<file path="config.mk">
export PLATFORM = sky130hd
export DESIGN_NAME = sc_dmem_arbiter
export DESIGN_NICKNAME = d
export VERILOG_FILES = /design/src/rtl/sc_dmem_arbiter.sv
export SDC_FILE = /design/constraint.sdc
export NUM_CORES = 1
export LEC_CHECK = 0
export CORE_AREA = 8 8 99 101
export CTS_CLUSTER_DIAMETER = 40
export DETAILED_ROUTE_END_ITERATION = 8
export DIE_AREA = 0 0 107 109
export PLACE_DENSITY_LB_ADDON = 0.08
export SYNTH_ARGS = -nofsm -noshare
export SYNTH_HDL_FRONTEND = slang
export SYNTH_SLANG_ARGS = --single-unit
</file>
<file path="constraint.sdc">
create_clock -name clock -period 3.3 [get_ports clock]
set_input_delay 0.99 -clock clock [delete_from_list [all_inputs] [get_ports clock]]
set_output_delay 0.99 -clock clock [all_outputs]
set_load 0.1 [all_outputs]
</file>
<file path="src/rtl/sc_dmem_arbiter.sv">
// Two-port data-memory arbiter: fixed p0 priority with a starvation override
// for p1, single-cycle RAM access and one-cycle-later read return.
module sc_dmem_arbiter #(
  parameter int unsigned STARVE_LIMIT = 3,
  localparam int unsigned ADDR_W = 32,
  localparam int unsigned DATA_W = 32,
  localparam int unsigned MEM_AW = 5
) (
  input  logic              clock,
  input  logic              reset,
  input  logic              p0_req,
  input  logic              p1_req,
  input  logic              p0_we,
  input  logic              p1_we,
  input  logic [ADDR_W-1:0] p0_addr,
  input  logic [ADDR_W-1:0] p1_addr,
  input  logic [DATA_W-1:0] p0_wdata,
  input  logic [DATA_W-1:0] p1_wdata,
  output logic              p0_gnt,
  output logic              p1_gnt,
  output logic              p0_rvalid,
  output logic              p1_rvalid,
  output logic [DATA_W-1:0] p0_rdata,
  output logic [DATA_W-1:0] p1_rdata,
  output logic [MEM_AW-1:0] mem_addr,
  output logic [DATA_W-1:0] mem_wdata,
  output logic              mem_we,
  input  logic [DATA_W-1:0] mem_rdata
);

  localparam int unsigned CNT_W = 4;
  localparam logic [CNT_W-1:0] LIMIT = CNT_W'(STARVE_LIMIT);

  logic [CNT_W-1:0] starve_cnt_q, starve_cnt_d;
  logic             pend0_q, pend0_d;
  logic             pend1_q, pend1_d;
  logic             gnt0_c, gnt1_c;
  logic             unused_addr_bits;

  // Grant selection; reset forces both grants low asynchronously.
  always_comb begin
    gnt0_c = 1'b0;
    gnt1_c = 1'b0;
    if (!reset) begin
      if (p0_req && p1_req) begin
        if (starve_cnt_q == LIMIT) begin
          gnt1_c = 1'b1;
        end else begin
          gnt0_c = 1'b1;
        end
      end else if (p0_req) begin
        gnt0_c = 1'b1;
      end else if (p1_req) begin
        gnt1_c = 1'b1;
      end
    end
  end

  assign p0_gnt = gnt0_c;
  assign p1_gnt = gnt1_c;

  // RAM side follows the granted port; p0's values are parked when idle.
  assign mem_addr  = gnt1_c ? p1_addr[6:2] : p0_addr[6:2];
  assign mem_wdata = gnt1_c ? p1_wdata : p0_wdata;
  assign mem_we    = (gnt0_c & p0_we) | (gnt1_c & p1_we);

  // Read data is shared; ownership is carried only by the pending flags.
  assign p0_rdata  = mem_rdata;
  assign p1_rdata  = mem_rdata;
  assign p0_rvalid = pend0_q;
  assign p1_rvalid = pend1_q;

  // Byte-lane and upper address bits never reach the 32-word RAM.
  assign unused_addr_bits = ^{p0_addr[ADDR_W-1:7], p0_addr[1:0],
                              p1_addr[ADDR_W-1:7], p1_addr[1:0]};

  // Next-state: starvation counter and read-pending flags.
  always_comb begin
    starve_cnt_d = '0;
    pend0_d      = gnt0_c & ~p0_we;
    pend1_d      = gnt1_c & ~p1_we;
    if (p1_req && !gnt1_c) begin
      starve_cnt_d = (starve_cnt_q == LIMIT) ? starve_cnt_q
                                             : starve_cnt_q + CNT_W'(1);
    end
  end

  // State registers.
  always_ff @(posedge clock or posedge reset) begin
    if (reset) begin
      starve_cnt_q <= '0;
      pend0_q      <= 1'b0;
      pend1_q      <= 1'b0;
    end else begin
      starve_cnt_q <= starve_cnt_d;
      pend0_q      <= pend0_d;
      pend1_q      <= pend1_d;
    end
  end

endmodule

</file>
==> results.yml, run 1 <==
worst_setup_path:
  criticalPathCategory: "register to output pin"
  crit_fanout: 5
  reg2reg_depth: 7
  required_ps: 2310
  start_kind: "register"
  cp-end-kind: "output pin"
  arrival_ps: 2260
clock_tree:
  cts_buffers: 3
  worstSkewPairLatency_ps: 230
  htree_levels: 1
  cts_sinks: 6
  clk_pin_slew_ps: 40
  cts-root-buf: "clkbuf_8"
  cts_tree: "built"
  cts_buffer_depth: 2
floorplanning:
  core-area_um2: 8380
  pin_count: 272
  fp.dieW_um: 107
  row_count: 34
  dieArea_um2: 11700
  fp.dieH_um: 109
  start_util_pct: 15.3
pwr:
  power.density_nw_per_um2: 285
  p_total_mw: 0.870
  peakVddDrop_uv: 113
  p_leak_nw: 1.31
layout:
  fin_nets: 385
  design_area_um2: 3050
  synthToLayoutAreaGrowth_pct: 139
  num_antenna_cells: 0
  fin_util_pct: 36.4
  final_layout_size_suffix_gt1_share_pct: 52.8
synth:
  synth_nets: 305
  ys_ff_latch: 6
  netlist_instances: 138
  synth-seq-area-share_pct: 11.7
  synth_warnings: 0
  ys_types: 23
  synth_area_um2: 1280
  avgSynthCellArea_um2: 9.27
hold_path:
  hold_depth: 2
  hold_path_class: "register to register"
place:
  gp_congestion: 0.783
  post-place-ws_ps: -237
  port-buffer-count: 121
  dp_hpwl_um: 5220
  place_area_um2: 2590
sta:
  setup_viol_count_final: 0
  relSlewSlack_pct: 59.2
  fin_skew_ps: 1.63
  tightestPinTransition_ps: 610
  worst_slack_ps: 52.6
  period_share_pct: 98.4
  fin_crit_ps: 3250
  maxSlewViolCount: 0
  rsz0062_at_grt: "yes"
  finalHoldViolCount: 0
  hold_ws_ps: 590
  clock.fmax_mhz: 308
routing:
  drtAntennaViolNets: 0
  viasPerCell: 3.85
  vias: 1249
  routed_wl_um: 6800
  drt_iter0_markers: 18
  drt_pass1_iterations: 4
  drc: 0
  routedWlPerCell_um: 21.0
grt:
  grt_antenna_before_repair: 0
  grt_start_max_net_pins: 9
  track_usage_pct: 11.2
  grt_pass1_vias: 1608
  grt_remaining_overflow: 0
  grt_pass1_wl_um: 9960
outcome:
  status: "completed"
run:
  drv_cap: 0
==> where the power goes <==
| group | switching (mW) | internal, mW |
|---|---|---|
| combinational | 0.367 | 0.310 |
| clock | 0.0353 | 0.0787 |
| sequential | 0.00175 | 0.0769 |
| total | 0.404 | 0.466 |
==> cell usage after synthesis, drive strengths merged <==
library cell	count	area share, %
nor2b	2	0.98
nand3b	1	0.59
or3b	1	0.88
o211ai	1	0.59
or3	1	0.49
a21oi	4	2.4
nand2b	3	1.5
nor3b	2	1.2
xor2	1	0.69
nor2	1	0.29
nand3	3	1.2
inv	1	0.29
dfrtp	6	12
ha	1	0.98
a21boi	2	1.2
mux2	37	33
buf	68	41
a22o	1	0.69
o21ai	1	0.39
clkbuf	1	0.29
==> critical path, cell delays in order, from the launching register on <==
cell	delay, ps
dfrtp_1	360
ha_2	210
or3b_4	400
a21oi_4	190
buf_6	150
buf_12	110
buf_12	120
mux2_4	320
buf_12	170
==> cell families after synthesis <==
logic type | share of synthesized area [%]
buffers and inverters | 41.7
AO/OA/AOI/OAI | 5.28
adder cells (fa/ha/maj) | 0.978
XOR/XNOR | 0.685
AND/OR/NAND/NOR | 7.04
flip-flops | 11.7
multiplexers | 32.6
==> sequential cells by signal, indices dropped and copies added (netlist names) <==
register	cells
starve_cnt_q	4
p1_rvalid	1
p0_rvalid	1
==> per-layer routing <==
layer  global-route usage [%]  share of wire (%)
met4                     3.12                2.2
met5                        0                  0
met2                     19.6                 51
met3                     5.85                 11
met1                     11.4                 35
==> worst paths after layout <==
check | start | slack, ps | to
setup / recovery | starve_cnt_q[0] | 50 | mem_wdata[26]
hold / removal | starve_cnt_q[2] | 590 | starve_cnt_q[2]
setup reg to reg | starve_cnt_q[0] | 1570 | p1_rvalid
hold reg to reg | starve_cnt_q[2] | 590 | starve_cnt_q[2]
max in group asynchronous | reset | 2270 | p1_rvalid
min in group asynchronous | reset | 830 | p0_rvalid
==> layout by cell type (no fill, tap or decap), drive strengths merged <==
master,n
clkdlybuf4s50,76
buf,68
mux2,37
dfrtp,6
a21oi,4
nand3,3
clkbuf,3
nand2b,3
nor3b,2
a21boi,2
nor2b,2
nor2,1
or3,1
inv,1
or3b,1
a22o,1
o211ai,1
xor2,1
nand3b,1
o21ai,1
ha,1
==> timing repair <==
action,in CTS,in global routing
gates resized for setup,66,0
pin swaps,2,2
endpoints found under the hold margin,0,0
cloned,6,0
endpoints found under the setup margin,38,37
setup buffers,12,1
hold buffers,0,0
==> area by class of cell <==
cell class | count | area [um^2]
fill | 807 | 5330
timing repair buffer | 144 | 1960
multi-input combinational | 62 | 764
sequential | 6 | 150
tap | 108 | 135
clock buffer | 3 | 41.3
inverter | 1 | 3.75
==> through the flow <==
| stage | setup TNS, ps | cells |
|---|---|---|
| floorplan | -575 | 138 |
| global placement | -8180 | 305 |
| detailed placement | -8330 | 305 |
| CTS | 0 | 325 |
| global route | -200 | 324 |
| finish | 0 | 324 |
(Power assumes the default switching activity.)
==> run 2: changes to the inputs <==
--- a/config.mk
+++ b/config.mk
@@ -5,10 +5,10 @@
 export SDC_FILE = /design/constraint.sdc
 export NUM_CORES = 1
 export LEC_CHECK = 0
-export CORE_AREA = 8 8 99 101
+export CORE_AREA = 2 2 104 106
 export CTS_CLUSTER_DIAMETER = 40
 export DETAILED_ROUTE_END_ITERATION = 8
-export DIE_AREA = 0 0 107 109
+export DIE_AREA = 0 0 106 108
 export PLACE_DENSITY_LB_ADDON = 0.08
 export SYNTH_ARGS = -nofsm -noshare
 export SYNTH_HDL_FRONTEND = slang
==> results.yml, run 2 (synthesized netlist as in run 1, its figures left out) <==
outcome:
  status: "completed"
clock_tree:
  cts_sinks: 6
  clk_pin_slew_ps: 40
  cts_tree: "built"
  cts_buffer_depth: 2
  cts-root-buf: "clkbuf_8"
  holdBufCountCts: 0
  worstSkewPairLatency_ps: 220
  htree_levels: 1
  cts_buffers: 3
sta:
  period_share_pct: 99.3
  rsz0062_at_grt: "yes"
  finalHoldViolCount: 0
  fin_skew_ps: 0.751
  clock.fmax_mhz: 305
  maxSlewViolCount: 0
  hold_ws_ps: 604
  fin_crit_ps: 3280
  tightestPinTransition_ps: 278
  relSlewSlack_pct: 81.5
  setup_viol_count_final: 0
  fin_tns_setup_ps: 0
worst_setup_path:
  criticalPathCategory: "input port to output pin"
  required_ps: 2310
  cp_common_cell: "buf_12"
  cp_slowest_stage_delay_ps: 330
  crit_family: "buffers and inverters"
  start_kind: "input port"
  cp-end-kind: "output pin"
  crit_path_cell_trace: "buf_2 > nand2b_4 > a21oi_4 > buf_12 > buf_6 > buf_16 > mux2_4 > buf_12"
  critPathSlowestCell: "mux2_4"
  arrival_ps: 2290
  crit_buf_inv: 5
  crit_fanout: 5
layout:
  regMostFlops: "starve_cnt_q"
  largest_reg_flops: 4
  mostFrequentLayoutCells: "clkdlybuf4s50_1 (76), buf_12 (44), mux2_4 (35), buf_4 (12), dfrtp_1 (6)"
  final_layout_size_suffix_gt1_share_pct: 52.1
  synthToLayoutAreaGrowth_pct: 136
  num_antenna_cells: 0
  fin_nets: 382
  layout.cells.most_common: "clkdlybuf4s50_1"
floorplanning:
  fp.dieW_um: 106
  row_count: 37
  core-area_um2: 10200
  pin_count: 272
  start_util_pct: 12.5
  fp.dieH_um: 108
  dieArea_um2: 11400
routing:
  routedWlPerCell_um: 17.5
  vias: 1262
  drt_iter0_markers: 35
  drt_pass1_iterations: 4
  routed_wl_um: 6120
  drtAntennaViolNets: 0
  viasPerCell: 3.62
  drc: 0
place:
  dp_hpwl_um: 4580
  gp_congestion: 0.667
  port-buffer-count: 121
run:
  drv_cap: 0
grt:
  grt_pass1_wl_um: 8490
  grt_antenna_before_repair: 0
  grt_start_max_net_pins: 11
  track_usage_pct: 9.93
  grt_pass1_vias: 1398
  grt_remaining_overflow: 0
pwr:
  peakVddDrop_uv: 108
  p_total_mw: 0.859
  power.density_nw_per_um2: 285
  p_leak_nw: 1.27
hold_path:
  hold_path_class: "register to register"
## run 2: tightest hold or removal path, stage by stage, from the launching register on
cell,delay [ps]
dfrtp_1,410
nand2b_1,90
a21oi_1,60
## run 2: cell type report
class,instances,area (um^2)
sequential,6,150
inverter,1,3.75
tap,136,170
multi-input combinational,62,767
clock buffer,3,41.3
timing repair buffer,141,1890
fill,1069,7210
## run 2: repair_timing
action / CTS / global route
pin swaps: 1 / 2
cloned: 4 / 0
buffers inserted: 7 / 3
gates resized for setup: 54 / 2
setup endpoints to repair: 38 / 22
## run 2: through the flow
| step | util, % | area (um^2) | cells | setup WS, ps |
|---|---|---|---|---|
| 6_report | 29.5 | 3020 | 349 | 22.1 |
| 5_1_grt | 29.5 | 3020 | 349 | -25.3 |
| 4_1_cts | 29.5 | 3020 | 347 | 4.02 |
| 3_5_place_dp | 25.6 | 2620 | 333 | -270 |
| 3_3_place_gp | 25.6 | 2620 | 333 | -276 |
| 2_1_floorplan | - | 1300 | 138 | -82.2 |
## run 2: final timing paths
| check | startpoint | endpoint | slack [ps] | depth (start not counted) |
|---|---|---|---|---|
| max | reset | mem_wdata[8] | 20 | 8 |
| min | starve_cnt_q[2] | starve_cnt_q[2] | 600 | 2 |
| max reg2reg | starve_cnt_q[1] | p1_rvalid | 1510 | 7 |
| min reg2reg | starve_cnt_q[2] | starve_cnt_q[2] | 600 | 2 |
| max in group asynchronous | reset | p1_rvalid | 2220 | 3 |
| min in group asynchronous | reset | starve_cnt_q[3] | 870 | 3 |
## run 2: metal layers
metal  vias up  routed length, um  track usage (%)
li1        554                  -                -
met1       603               2440             12.4
met2        68               3060             16.6
met3        37                429             2.47
met4         0                185             3.67
met5         -                  0                0
## run 2: power by group
group          switching (mW)  leakage, nW  internal, mW
logic                   0.364         1.17         0.303
registers             0.00288       0.0814        0.0769
clock network          0.0342       0.0216        0.0786
==> patch 1 (flow settings as in run 2) <==
Change the localparam `DATA_W` from 32 to 16.
--- a/src/rtl/sc_dmem_arbiter.sv
+++ b/src/rtl/sc_dmem_arbiter.sv
@@ -3,7 +3,7 @@
 module sc_dmem_arbiter #(
   parameter int unsigned STARVE_LIMIT = 3,
   localparam int unsigned ADDR_W = 32,
-  localparam int unsigned DATA_W = 32,
+  localparam int unsigned DATA_W = 16,
   localparam int unsigned MEM_AW = 5
 ) (
   input  logic              clock,
Interface: changed (6 resized); port bits go from 272 to 176. No check against the original RTL was run, so the function may have changed too.
==> patch 1 against run 2 <==
Wire length down 40%. Largest cell class unchanged. Power is 32% lower. Design area down 33%. Sequential cell count stayed put. Synthesized area down 35%. Clock skew hardly changed. Critical path type unchanged. Setup slack better by 0.080 ns.
==> patch 1: results (changes against run 2) <==
GRT:
- The overall routing resource usage came to 6.48% (-3.5 points).
- The maximum number of pins on one net before global-route repair was 12 (+1).
- The first-pass GRT wire length is 5.62 mm (-34%).

Placement:
- The instance count after placement with tap cells included is 268 (-20%).
- The placer congestion estimate was 0.681 (+2.1%).
- The count of input and output buffers is 73 (-40%).
- The worst slack at placement is -0.204 ns (+0.0655 ns).
- The detailed-placement wirelength estimate was 2.77 mm (-39%).

CTS:
- The number of setup buffers added after CTS is 2 (-5).
- The number of cells upsized or downsized after cts is 26 (-52%).

Timing:
- The max-slew headroom at the worst pin is 52.8% (-29 points).
- The clock period minus final worst setup slack is 3.20 ns (-0.0798 ns).
- The largest clock skew in the final design is 0.00103 ns (+0.000283 ns).

Power:
- The power in sequential cells is 79.3 µW (-0.6%).
- The maximum ir drop on the vdd rail is 0.149 mV (+38%).
- The leakage component of the power is 0.823 nW (-35%).
- The total clock network power was 108 µW (-4%).
- The power spent charging and discharging nets came to 253 µW (-37%).

Worst setup path:
- The setup slack of the worst register-to-register path came to 1.49 ns (-0.02 ns).
- The data arrival time of the critical path is 2.21 ns (-0.08 ns).
- The endpoint of the worst setup timing path is mem_addr[3].
- In this run the worst setup path begins at p1_req.
- In this run the critical register-to-register path is launched from starve_cnt_q[0].

Synth:
- The commonest cells after synthesis are 32 x sky130_fd_sc_hd__buf_4, 20 x sky130_fd_sc_hd__mux2_2, 6 x sky130_fd_sc_hd__dfrtp_1.
- The synthesized netlist net count is 207 (-32%).
- Sorting the synthesized cells by area gives the leading types as sky130_fd_sc_hd__buf_4 29%, sky130_fd_sc_hd__mux2_2 27%, sky130_fd_sc_hd__dfrtp_1 18%, sky130_fd_sc_hd__buf_6 2.7%, sky130_fd_sc_hd__nand2b_1 2.2%.
- The post-synthesis sequential area ratio is 18.0% (+6.2 points).
- The share of the synthesized netlist area taken by xor and xnor gates is 1.05% (+0.36 points).
- The compound-cell area share of the yosys netlist is 8.08% (+2.8 points).
- The cell with the most instances after synthesis is sky130_fd_sc_hd__buf_4.
- The adder-cell share of the synthesized area came to 1.50% (+0.52 points).

Worst hold path:
- The worst hold path terminates at starve_cnt_q[1].

Finish:
- The share of cells above drive strength 1 is 48.6% (-3.5 points).
- The total number of nets in the final design is 261 (-32%).
- The count of fill cells added during filler insertion is 1107 (+3.6%).
- starve_cnt_q holds more flip-flops than any other register.

Routing:
- The number of iterations in the first detailed-routing pass is 3 (-1).
- The sum of routed wire length over all layers is 3.64 mm (-40%).
- The detail-routed net length per standard cell was 13.2 µm (-25%).
- The total vias in the final route is 804 (-36%).

Outcome:
- The flow ran to the end, and the final reports show no timing, DRC or antenna violations.
patch 1: final cells by class:
type / instances / area [µm²] / share of cell area (%)
inverter: 1 / 3.75 / 0.187
multi-input combinational: 46 / 524 / 26.1
tap: 136 / 170 / 8.47
timing repair buffer: 84 / 1120 / 55.7
clock buffer: 3 / 41.3 / 2.05
sequential: 6 / 150 / 7.47
patch 1: through the flow:
stage          util (%)  total power, mW
2_1_floorplan         -            0.469
3_3_place_gp       17.4            0.455
3_5_place_dp       17.4            0.455
4_1_cts            19.3            0.592
5_1_grt            19.6            0.616
6_report           19.6            0.588
patch 1: cell families (layout without fill, tap and decap cells):
kind of cell    count (synthesis)  count (layout)
simple gates                   14              14
xor+xnor                        1               1
flops                           6               6
buf+inv                        36              88
mux                            21              21
compound gates                  9               9
fa+ha+maj                       1               1
patch 1: routing by layer:
metal	routed length, µm	global-route usage, %	share of wire (%)
met1	1350	7.03	37
met2	1860	11.2	51
met3	390	3.44	11
met4	37	1.41	1.0
met5	0	0	0
==> patch 2 (config.mk and constraints of run 2) <==
Without the edit above. Reset style: synchronous (`reset`), changed in one clocked block. Comments in the files are not updated.
--- a/src/rtl/sc_dmem_arbiter.sv
+++ b/src/rtl/sc_dmem_arbiter.sv
@@ -86,7 +86,7 @@
   end
 
   // State registers.
-  always_ff @(posedge clock or posedge reset) begin
+  always_ff @(posedge clock) begin
     if (reset) begin
       starve_cnt_q <= '0;
       pend0_q      <= 1'b0;
Check against the original RTL: differs if reset is asserted again (counterexample within 4 cycles, from zero or initial values and one cycle with reset high); with reset held inactive, the same outputs for 10 cycles.
==> patch 2 against run 2 <==
Maximum frequency is 0.86% higher. Critical path type unchanged. Count of clock-buffer cells in the layout stayed put. Largest power group unchanged. Power is 3.9% lower. Sequential cell count stayed put. Critical path depth is 1 lower. Wire length is 4.4% lower. Setup slack better by 0.028 ns. Cell count is 2.6% lower. Design area is 2.8% lower. Synthesized area is 6.3% lower.
==> patch 2: results (changes against run 2) <==
Outcome:
- The flow ran to the end, and the final reports show no timing, DRC or antenna violations.

Worst setup path:
- In this run the worst setup path terminates at mem_wdata[9].
- The critical path launch point is p0_req.
- The reg-to-reg endpoint is p1_rvalid.
- The setup slack of the worst register-to-register path came to 1.64 ns (+0.13 ns).
- The data arrival time of the critical path is 2.26 ns (-0.03 ns).
- The startpoint of the lowest-slack register-to-register path is starve_cnt_q[1].

Routing:
- The routed length on met2 came to 2.72 mm (-11%).
- The sum of routed wire length over all layers came to 5.85 mm (-4.4%).
- The number of vias per cell after detailed routing came to 3.34 (-7.6%).
- The first-iteration detailed-routing DRC count was 11 (-69%).
- The amount of wire on met3 after detailed routing is 768 µm (+79%).
- The number of iterations in the first detailed-routing pass is 3 (-1).

Placement:
- The placed instance area is 2530 µm² (-3.7%).
- The detailed-placement wirelength estimate was 4.55 mm (-0.63%).
- The instance count after placement with tap cells included is 325 (-2.4%).
- The placer congestion estimate is 0.650 (-2.5%).

Synth:
- The number of distinct standard cells referenced by the synthesized netlist is 19 (-17%).
- The post-synthesis sequential area ratio is 10.0% (-1.7 points).
- The gate count after technology mapping was 130 (-5.8%).
- By area the synthesized netlist is led by sky130_fd_sc_hd__buf_4 40%, sky130_fd_sc_hd__mux2_2 32%, sky130_fd_sc_hd__dfxtp_1 10%, sky130_fd_sc_hd__buf_6 3.8%, sky130_fd_sc_hd__mux2_1 2.8%.
- The async set-reset flop share out of synthesis was 0% (-100 points).
- The most used flip-flop cell after synthesis is sky130_fd_sc_hd__dfxtp_1.

GRT:
- The number of global-route vias before repair was 1325 (-5.2%).
- The fraction of met3 tracks used by global routing is 4.76% (+2.3 points).
- The overall routing resource usage is 9.98% (+0.055 points).
- The first-pass GRT wire length is 8.44 mm (-0.65%).

Timing:
- The largest clock skew in the final design was 0.00439 ns (+0.00364 ns).
- The worst hold slack is 0.415 ns (-0.188 ns).
- The clock period minus final worst setup slack came to 3.25 ns (-0.0280 ns).

Worst hold path:
- The worst hold path terminates at starve_cnt_q[0].
- The startpoint of the most critical hold path is starve_cnt_q[0].

Finish:
- The number of standard cells in the layout, taps in and fillers out is 340 (-2.6%).
- The total number of nets in the final design came to 373 (-2.4%).
- The count of fill cells added during filler insertion came to 1066 (-0.28%).
- The register area is 121 µm² (-19%).
- The fraction of standard cell area in multi-input logic came to 24.5% (-0.94 points).
- The area used by multi-input combinational logic came to 718 µm² (-6.4%).
patch 2: cell count changes after synthesis, moves of 2 or more:
cell	delta
sky130_fd_sc_hd__dfrtp_1	-6
sky130_fd_sc_hd__dfxtp_1	+6
sky130_fd_sc_hd__nor2_1	+3
sky130_fd_sc_hd__a21boi_0	-2
sky130_fd_sc_hd__a21oi_1	-2
sky130_fd_sc_hd__nand3_1	-2
patch 2: cell families after synthesis:
logic type      synth area share [%]
buf+inv                         44.2
compound gates                  2.51
xor+xnor                        1.46
fa+ha+maj                       1.04
mux                             34.8
flops                           10.0
simple gates                    6.05
patch 2: repair_timing:
item	in CTS	in global routing
cloned	4	0
pin swaps	1	2
gates resized for setup	68	3
setup buffers	8	1
setup endpoints to repair	38	27
patch 2: power by group through the flow:
stage	registers [mW]	clock network, mW	logic [mW]
finish	0.0752	0.111	0.639
global route	0.0754	0.120	0.659
CTS	0.0750	0.116	0.645
detailed placement	0.0762	0	0.591
global placement	0.0761	0	0.592
floorplan	0.0820	0	0.677
